$ cat src/rtl/fifo_drain_stage.sv
// Drains a one-cycle-latency FIFO into a valid/ready stream as fixed bursts with idle gaps.
// Define DRAIN_WORD_COUNT_EN to add the word_count output (delivered-word counter).
module fifo_drain_stage #(
    parameter int WIDTH   = 16,
    parameter int BURST   = 4,
    parameter int GAP_LEN = 2
) (
    input  logic             clk,
    input  logic             rst,
    input  logic             fifo_empty,
    output logic             fifo_r_en,
    input  logic [WIDTH-1:0] fifo_rd_data,
    output logic [WIDTH-1:0] m_data,
    output logic             m_valid,
    input  logic             m_ready,
    output logic             m_last
`ifdef DRAIN_WORD_COUNT_EN
    ,
    output logic [15:0]      word_count
`endif
);

    localparam int IW = $clog2(BURST + 1);
    localparam int GW = (GAP_LEN > 0) ? $clog2(GAP_LEN + 1) : 1;

    typedef enum logic [1:0] {IDLE, READ, GAP} state_t;

    state_t                  state, state_next;
    logic [IW-1:0]           issued;
    logic [GW-1:0]           gap_cnt;
    logic                    inflight, inflight_last;
    logic [1:0]              occ;
    logic [1:0][WIDTH-1:0]   buf_data;
    logic [1:0]              buf_last;
    logic                    pop, tag_last;
    logic [2:0]              occ_sum, occ_lim;

    assign pop      = m_valid & m_ready;
    assign m_valid  = (occ != 2'd0);
    assign m_data   = buf_data[0];
    assign m_last   = m_valid & buf_last[0];
    assign tag_last = (issued == IW'(BURST - 1));
    // Room check counts the word still on fifo_rd_data and credits a same-cycle drain.
    assign occ_sum  = {1'b0, occ} + {2'b00, inflight};
    assign occ_lim  = 3'd2 + {2'b00, pop};

    always_comb begin
        state_next = state;
        fifo_r_en  = 1'b0;
        case (state)
            IDLE: begin
                if (!fifo_empty) begin
                    fifo_r_en  = 1'b1;
                    state_next = READ;
                end
            end
            READ: begin
                fifo_r_en = !fifo_empty && (issued < IW'(BURST)) && (occ_sum < occ_lim);
                if (pop && m_last)
                    state_next = (GAP_LEN == 0) ? IDLE : GAP;
            end
            GAP: begin
                if (gap_cnt == GW'(GAP_LEN - 1))
                    state_next = IDLE;
            end
            default: state_next = IDLE;
        endcase
        fifo_r_en = fifo_r_en & rst;
    end

    always_ff @(posedge clk) begin
        if (!rst) begin
            state         <= IDLE;
            issued        <= '0;
            gap_cnt       <= '0;
            inflight      <= 1'b0;
            inflight_last <= 1'b0;
            occ           <= 2'd0;
            buf_data      <= '0;
            buf_last      <= '0;
        end else begin
            state         <= state_next;
            inflight      <= fifo_r_en;
            inflight_last <= fifo_r_en & tag_last;
            gap_cnt       <= (state == GAP) ? gap_cnt + GW'(1) : '0;

            if (state == READ && state_next != READ)
                issued <= '0;
            else if (fifo_r_en)
                issued <= issued + IW'(1);

            // Head is entry 0; a drain shifts entry 1 forward before any new word lands.
            if (pop) begin
                if (occ == 2'd2) begin
                    buf_data[0] <= buf_data[1];
                    buf_last[0] <= buf_last[1];
                    if (inflight) begin
                        buf_data[1] <= fifo_rd_data;
                        buf_last[1] <= inflight_last;
                    end
                end else if (inflight) begin
                    buf_data[0] <= fifo_rd_data;
                    buf_last[0] <= inflight_last;
                end
                occ <= occ - 2'd1 + {1'b0, inflight};
            end else if (inflight) begin
                if (occ == 2'd0) begin
                    buf_data[0] <= fifo_rd_data;
                    buf_last[0] <= inflight_last;
                end else begin
                    buf_data[1] <= fifo_rd_data;
                    buf_last[1] <= inflight_last;
                end
                occ <= occ + 2'd1;
            end
        end
    end

`ifdef DRAIN_WORD_COUNT_EN
    always_ff @(posedge clk) begin
        if (!rst)
            word_count <= 16'd0;
        else if (pop)
            word_count <= word_count + 16'd1;
    end
`endif

endmodule
$ cat config.mk
export PLATFORM = sky130hd
export DESIGN_NAME = fifo_drain_stage
export DESIGN_NICKNAME = d
export VERILOG_FILES = /design/src/rtl/fifo_drain_stage.sv
export SDC_FILE = /design/constraint.sdc
export NUM_CORES = 1
export LEC_CHECK = 0
export ABC_AREA = 0
export BUFFER_PORTS_ARGS = -buffer_cell sky130_fd_sc_hd__clkbuf_2
export CORE_MARGIN = 1.5
export CORE_UTILIZATION = 31
export CTS_CLUSTER_DIAMETER = 60
export CTS_CLUSTER_SIZE = 12
export DETAILED_ROUTE_END_ITERATION = 10
export PLACE_DENSITY = 0.48
export SKIP_LAST_GASP = 1
export SLEW_MARGIN = 5
export SYNTH_ARGS = -nofsm -noshare
export SYNTH_HDL_FRONTEND = slang
export SYNTH_SLANG_ARGS = --single-unit
$ cat constraint.sdc
create_clock -name clk -period 2.05 [get_ports clk]
set_input_delay 0 -clock clk [delete_from_list [all_inputs] [get_ports clk]]
set_output_delay 0 -clock clk [all_outputs]
set_load 0.05 [all_outputs]
After elaboration in Yosys (flattened, before gate mapping)
Index checks and enable logic that the tools add are counted.
- add/sub/neg operators: 7
- multiply operators: 0
- divide/modulo/power cells: 0
- magnitude comparators: 2
- equal/unequal tests: 9
- shift operators: 0
- mux-type cells: 22
- bitwise gates (word level): 5
- reductions and logical operators: 15
- operators with widths (kind ; count):
    two-way mux 16 bit ; 5
    two-way mux 32 bit ; 2
    two-way mux 2 bit ; 7
    nonzero test 2 bit ; 4
    two-way mux 1 bit ; 6
    case mux 2 bit (3 select lines) ; 1
    adder 2 x 1 -> 2 bit, second input constant ; 2
    bitwise AND 1 bit ; 4
    equality test 2 x 1 -> 1 bit, second input constant ; 2
    equality test 2 bit, second input constant ; 2
    logical AND 1 bit ; 4
    zero test 2 bit ; 2
    != test 2 x 1 -> 1 bit, second input constant ; 2
    != test 2 bit, second input constant ; 2
    AND reduction 4 bit ; 1
    adder 2 x 1 -> 3 bit ; 1
    adder 2 x 1 -> 3 bit, first input constant ; 1
    adder 3 x 1 -> 3 bit, second input constant ; 1
    equality test 3 x 2 -> 1 bit, second input constant ; 1
    < comparator 3 bit ; 1
    < comparator 3 bit, second input constant ; 1
    AND reduction 3 bit ; 1
    adder 2 x 1 -> 2 bit ; 1
    case mux 1 bit (2 select lines) ; 1
    5 further kinds ; 5
- bits in registers: 45
- bits in latches: 0
- RAM bits: 0
- ROM bits: 0
- input bits: 20
- output and inout port bits: 19
- word-level logic and storage cells: 70
- memories kept: 0

Depth between registers and ports, before layout
- word-level depth: 8
- mapped depth: 8
- mapped depth without buffers: 6

Worst setup path before layout
OpenSTA, ideal clock, no wires.
- path type: register -> register
- from: reg occ[0]
- to: reg buf_last[0]
- setup time: 0.133 ns
- arrival time: 1.702 ns
- data required time: 1.917 ns
- path slack: 0.215 ns
- cell stages (with the launch flop): 9
- buffers on the path: 2
- period minus slack after synthesis: 1.835 ns
- cells stage by stage: dfxtp_1 > inv_1 > ha_1 > inv_1 > nand3_1 > buf_4 > buf_6 > mux2i_1 > a21oi_1
- word-level cells in the longest chain between the ends: 4
- elaborated cells between the ends (all ways): 10
- those cells by class: eq/ne (1); mux (2); bitwise (1); reduce/logical (6)
- RTL lines (what ; RTL line ; text):
    start, declared ; 32 ; logic [1:0] occ;
    start signal, assigned ; 105 ; occ <= occ - 2'd1 + {1'b0, inflight};
    start signal, assigned ; 114 ; occ <= occ + 2'd1;
    nonzero test 2 bit (*) ; 39 ; assign m_valid = (occ != 2'd0);
    via m_valid ; 14 ; output logic m_valid,
    bitwise AND 1 bit (*) ; 38 ; assign pop = m_valid & m_ready;
    nonzero test 2 bit (no source line) ; n/a ;
    AND reduction 3 bit (no source line) ; n/a ;
    end signal, assigned ; 96 ; buf_last[0] <= buf_last[1];
    end signal, assigned ; 103 ; buf_last[0] <= inflight_last;
    end signal, assigned ; 109 ; buf_last[0] <= inflight_last;
    end, declared ; 34 ; logic [1:0] buf_last;
Mark *: on every way through the listed nets, which the timed path passes. The rest lies on a longest branch.
A chain may end at the register's enable or synchronous reset.

Worst setup path in the final report
- from: reg occ[1]
- to: out fifo_r_en
- word-level cells in the longest chain between the ends: 7
- elaborated cells between the ends (all ways): 8
- those cells by class: add/sub (2); order compare (1); mux (1); bitwise (2); reduce/logical (2)
- RTL lines (what ; RTL line ; text):
    nonzero test 2 bit ; 39 ;
    bitwise AND 1 bit ; 38 ;
    adder 2 x 1 -> 3 bit ; 45 ; assign occ_lim = 3'd2 + {2'b00, pop};
    < comparator 3 bit (*) ; 58 ; fifo_r_en = !fifo_empty && (issued < IW'(BURST)) && (occ_sum < occ_lim);
    logical AND 1 bit (*) ; 58 ;
    case mux 1 bit (2 select lines) (*) ; 50 ; case (state)
    bitwise AND 1 bit (*) ; 68 ; fifo_r_en = fifo_r_en & rst;
    end, declared ; 11 ; output logic fifo_r_en,
Every way passes the cells marked *; elsewhere a longest branch is shown, timed or not.

==> flow_metrics.tcl <==
set metrics [dict create \
    cp_top_family "flip-flops" \
    antenna_found_initial 0 \
    die_area_um2 7480 \
    critPathMaxFanout 7 \
    ys_ff_latch 45 \
    synth_nets 266 \
    seq_area_frac_synth_pct 41.7 \
    cts-root-buf "clkbuf_8" \
    crit_buf_inv 2 \
    crit_required_ns 2.05 \
    p_comb_share_pct 29.6 \
    max_slew_margin_pct 65.2 \
    dp_hpwl_um 2760 \
    fin_crit_ns 1.90 \
    syn2layout_area_growth_pct 19.5 \
    synth_cell_types 35 \
    setup-tns-final_ns 0 \
    gr-total-overflow 0 \
    rsz0062_at_grt "no" \
    num-nets-final 303 \
    critPathMaxStageDelay_ns 0.47 \
    place.gp.congestion 0.742 \
    r2r-end "buf_data[24]" \
    max_slew.worst_pin.slew_ns 0.521 \
    regArea_um2 901 \
    fmax_mhz 526 \
    final.hold.worst_slack_ns 0.0386 \
    met2_usage_pct 19.7 \
    status "complete, no violations" \
    cp-start-kind "flop" \
    hold_path.class "in -> reg" \
    busiest_layer "met2" \
    first_iter_violations 51 \
    clk_latency_ns 0.30 \
    setup.worst_path.start "occ[1]" \
    syn_area_um2 2160 \
    port_buffers 38 \
    cts_made_buffers 5 \
    grt_max_degree 58 \
    start_util_pct 32.0 \
    leakage_nw 1.30 \
    crit_chain "inv_1 > ha_1 > nor3b_2 > o211a_2 > clkbuf_4" \
    rrSetupSlack_ns 0.22 \
    synth_ff_type "dfxtp_1" \
    drive_above_1_share_pct 20.7 \
    r2r_cells 7 \
    num_vias 1639 \
    cts_setup_buffers 0 \
    ios 39 \
    num_rows 30 \
    grt_util_all_layers_pct 12.1 \
    cap_violations 0 \
    grtUsageMet1_pct 15.9 \
    postLayoutCoreUtil_pct 38.2 \
    hold_viol 0 \
    synth_warnings 0 \
    cp_num_cells 5 \
    layout_common_cells "dfxtp_1, nand2_1, clkbuf_2, mux2i_1, a21oi_1" \
    cp.arrival_ns 1.90 \
    synthCells 238 \
    clock_skew_ns 0.00559 \
    drc_errors 0 \
    first_pass_iters 4 \
    critical-path-slowest-cell "dfxtp_1" \
    power.internal_mw 1.43 \
    synth-edff-count 0 \
    wl_per_cell_um 11.8 \
    p_seq_share_pct 45.0 \
    p_clk_share_pct 25.4 \
    clock_path_buffers 2 \
    max-vdd-ir-drop_uv 310 \
    path_class "reg -> out" \
    cts_max_level 2 \
    fillerInstances 709 \
    synth-async-reset-ratio_pct 0 \
    first_global_vias 1627 \
    drv_slew 0 \
    cts_tree "yes" \
    routed_wirelength_um 4200 \
    endpoint "fifo_r_en" \
    worstReg2RegStart "occ[0]" \
    clock-sinks 45 \
    final_common_cell "dfxtp_1" \
    coreArea_um2 6760 \
    swShare_pct 36.3 \
    syn_avg_cell_area_um2 9.08 \
    cellPowerDensity_nw_per_um2 872 \
    endpoint_kind "primary output" \
    fin_crit_sh_pct 92.8 \
    final_antenna_net_count 0 \
    avgViaCountPerCell 4.60 \
    grt_use_met3_pct 2.57 \
    clkTransAtPathRegs_ns 0.09 \
    finalSetupViolCount 0 \
    p_sw_mw 0.818 \
    grt_pass1_wl_um 7200 \
    diodes 0 \
    die_height_um 86.5 \
    multi_input_area_um2 1050 \
    die_w_um 86.5 \
]
[Yosys cell counts (2+ instances only)]
library cell  count  area share (%)
nand2b_1          3            0.87
a31oi_1           2            0.58
buf_4            18             6.3
mux2i_1          34              16
nor3_1            2            0.46
nand3_1           3            0.69
o21ai_0          14             3.2
nor3b_1           3             1.0
nand2_1          39             6.8
dfxtp_1          45              42
a21oi_1          20             4.6
nor2_1            6             1.0
buf_2             2            0.46
clkbuf_1          7             1.2
nand3b_1          2            0.69
inv_1             6             1.0
o21ai_1           7             1.6
ha_1              8             4.6
[power groups by stage]
stage               registers (mW)  logic [mW]  clock network, mW
finish                        1.01       0.666              0.572
global route                  1.03       0.724              0.644
CTS                           1.02       0.672              0.607
detailed placement            1.04       0.644                  0
global placement              1.04       0.643                  0
floorplan                     1.02       0.567                  0
[metal layers]
metal | routed length, um | vias to the layer above | part of all wire (%)
li1 | - | 863 | -
met1 | 2120 | 741 | 50
met2 | 1900 | 30 | 45
met3 | 142 | 5 | 3.4
met4 | 44 | 0 | 1.0
met5 | 0 | - | 0
[cells by family after synthesis]
group	after synthesis	synth area share, %
AND/OR/NAND/NOR	64	14.1
AO/OA/AOI/OAI	49	12.4
flip-flops	45	41.7
buffers and inverters	36	10.6
multiplexers	34	15.8
adder cells (fa/ha/maj)	8	4.63
XOR/XNOR	2	0.811
[tightest hold or removal path: cells and delay by family]
family	cells	cell delay, ns
AOI/OAI and AO/OA	1	0.12
buffers and inverters	1	0.11
and+or+nand+nor	1	0.07
[state kept, by name, summed over array words and instances, names as in the netlist]
signal	flops
buf_data	16
buf_last	2
gap_cnt	2
m_data	16
issued	3
inflight	1
state	2
inflight_last	1
occ	2
[timing repair]
action / 4_1_cts / 5_1_grt
setup endpoints to repair: 0 / 1
endpoints found under the hold margin: 17 / 0
hold buffers: 16 / 0
gates resized for setup: 0 / 2
[worst min-delay path by stage]
stage,startpoint,endpoint,depth (start not counted)
2_1_floorplan,fifo_rd_data[0],buf_data[16],2
3_3_place_gp,fifo_rd_data[5],buf_data[21],3
3_5_place_dp,fifo_rd_data[11],buf_data[27],3
4_1_cts,fifo_empty,inflight,3
5_1_grt,fifo_empty,inflight,3
6_report,fifo_empty,inflight,3
[cell type report]
cell class / instances / area share [%]
well taps: 80 / 3.88
clock inverters: 3 / 0.969
clock buffers: 5 / 2.66
multi-input cells: 157 / 40.5
inverters: 7 / 1.02
flip-flops and latches: 45 / 34.9
repair buffers: 59 / 16.1
[through the flow]
| stage | power (mW) | cell area [um2] | cells | worst slack [ns] |
|---|---|---|---|---|
| global route | 2.40 | 2580 | 356 | 0.0133 |
| global placement | 1.68 | 2330 | 332 | 0.315 |
| floorplan | 1.59 | 2160 | 238 | 0.215 |
| detailed placement | 1.68 | 2330 | 332 | 0.242 |
| finish | 2.25 | 2580 | 356 | 0.148 |
| CTS | 2.30 | 2580 | 356 | 0.0696 |
(Power assumes the default switching activity.)
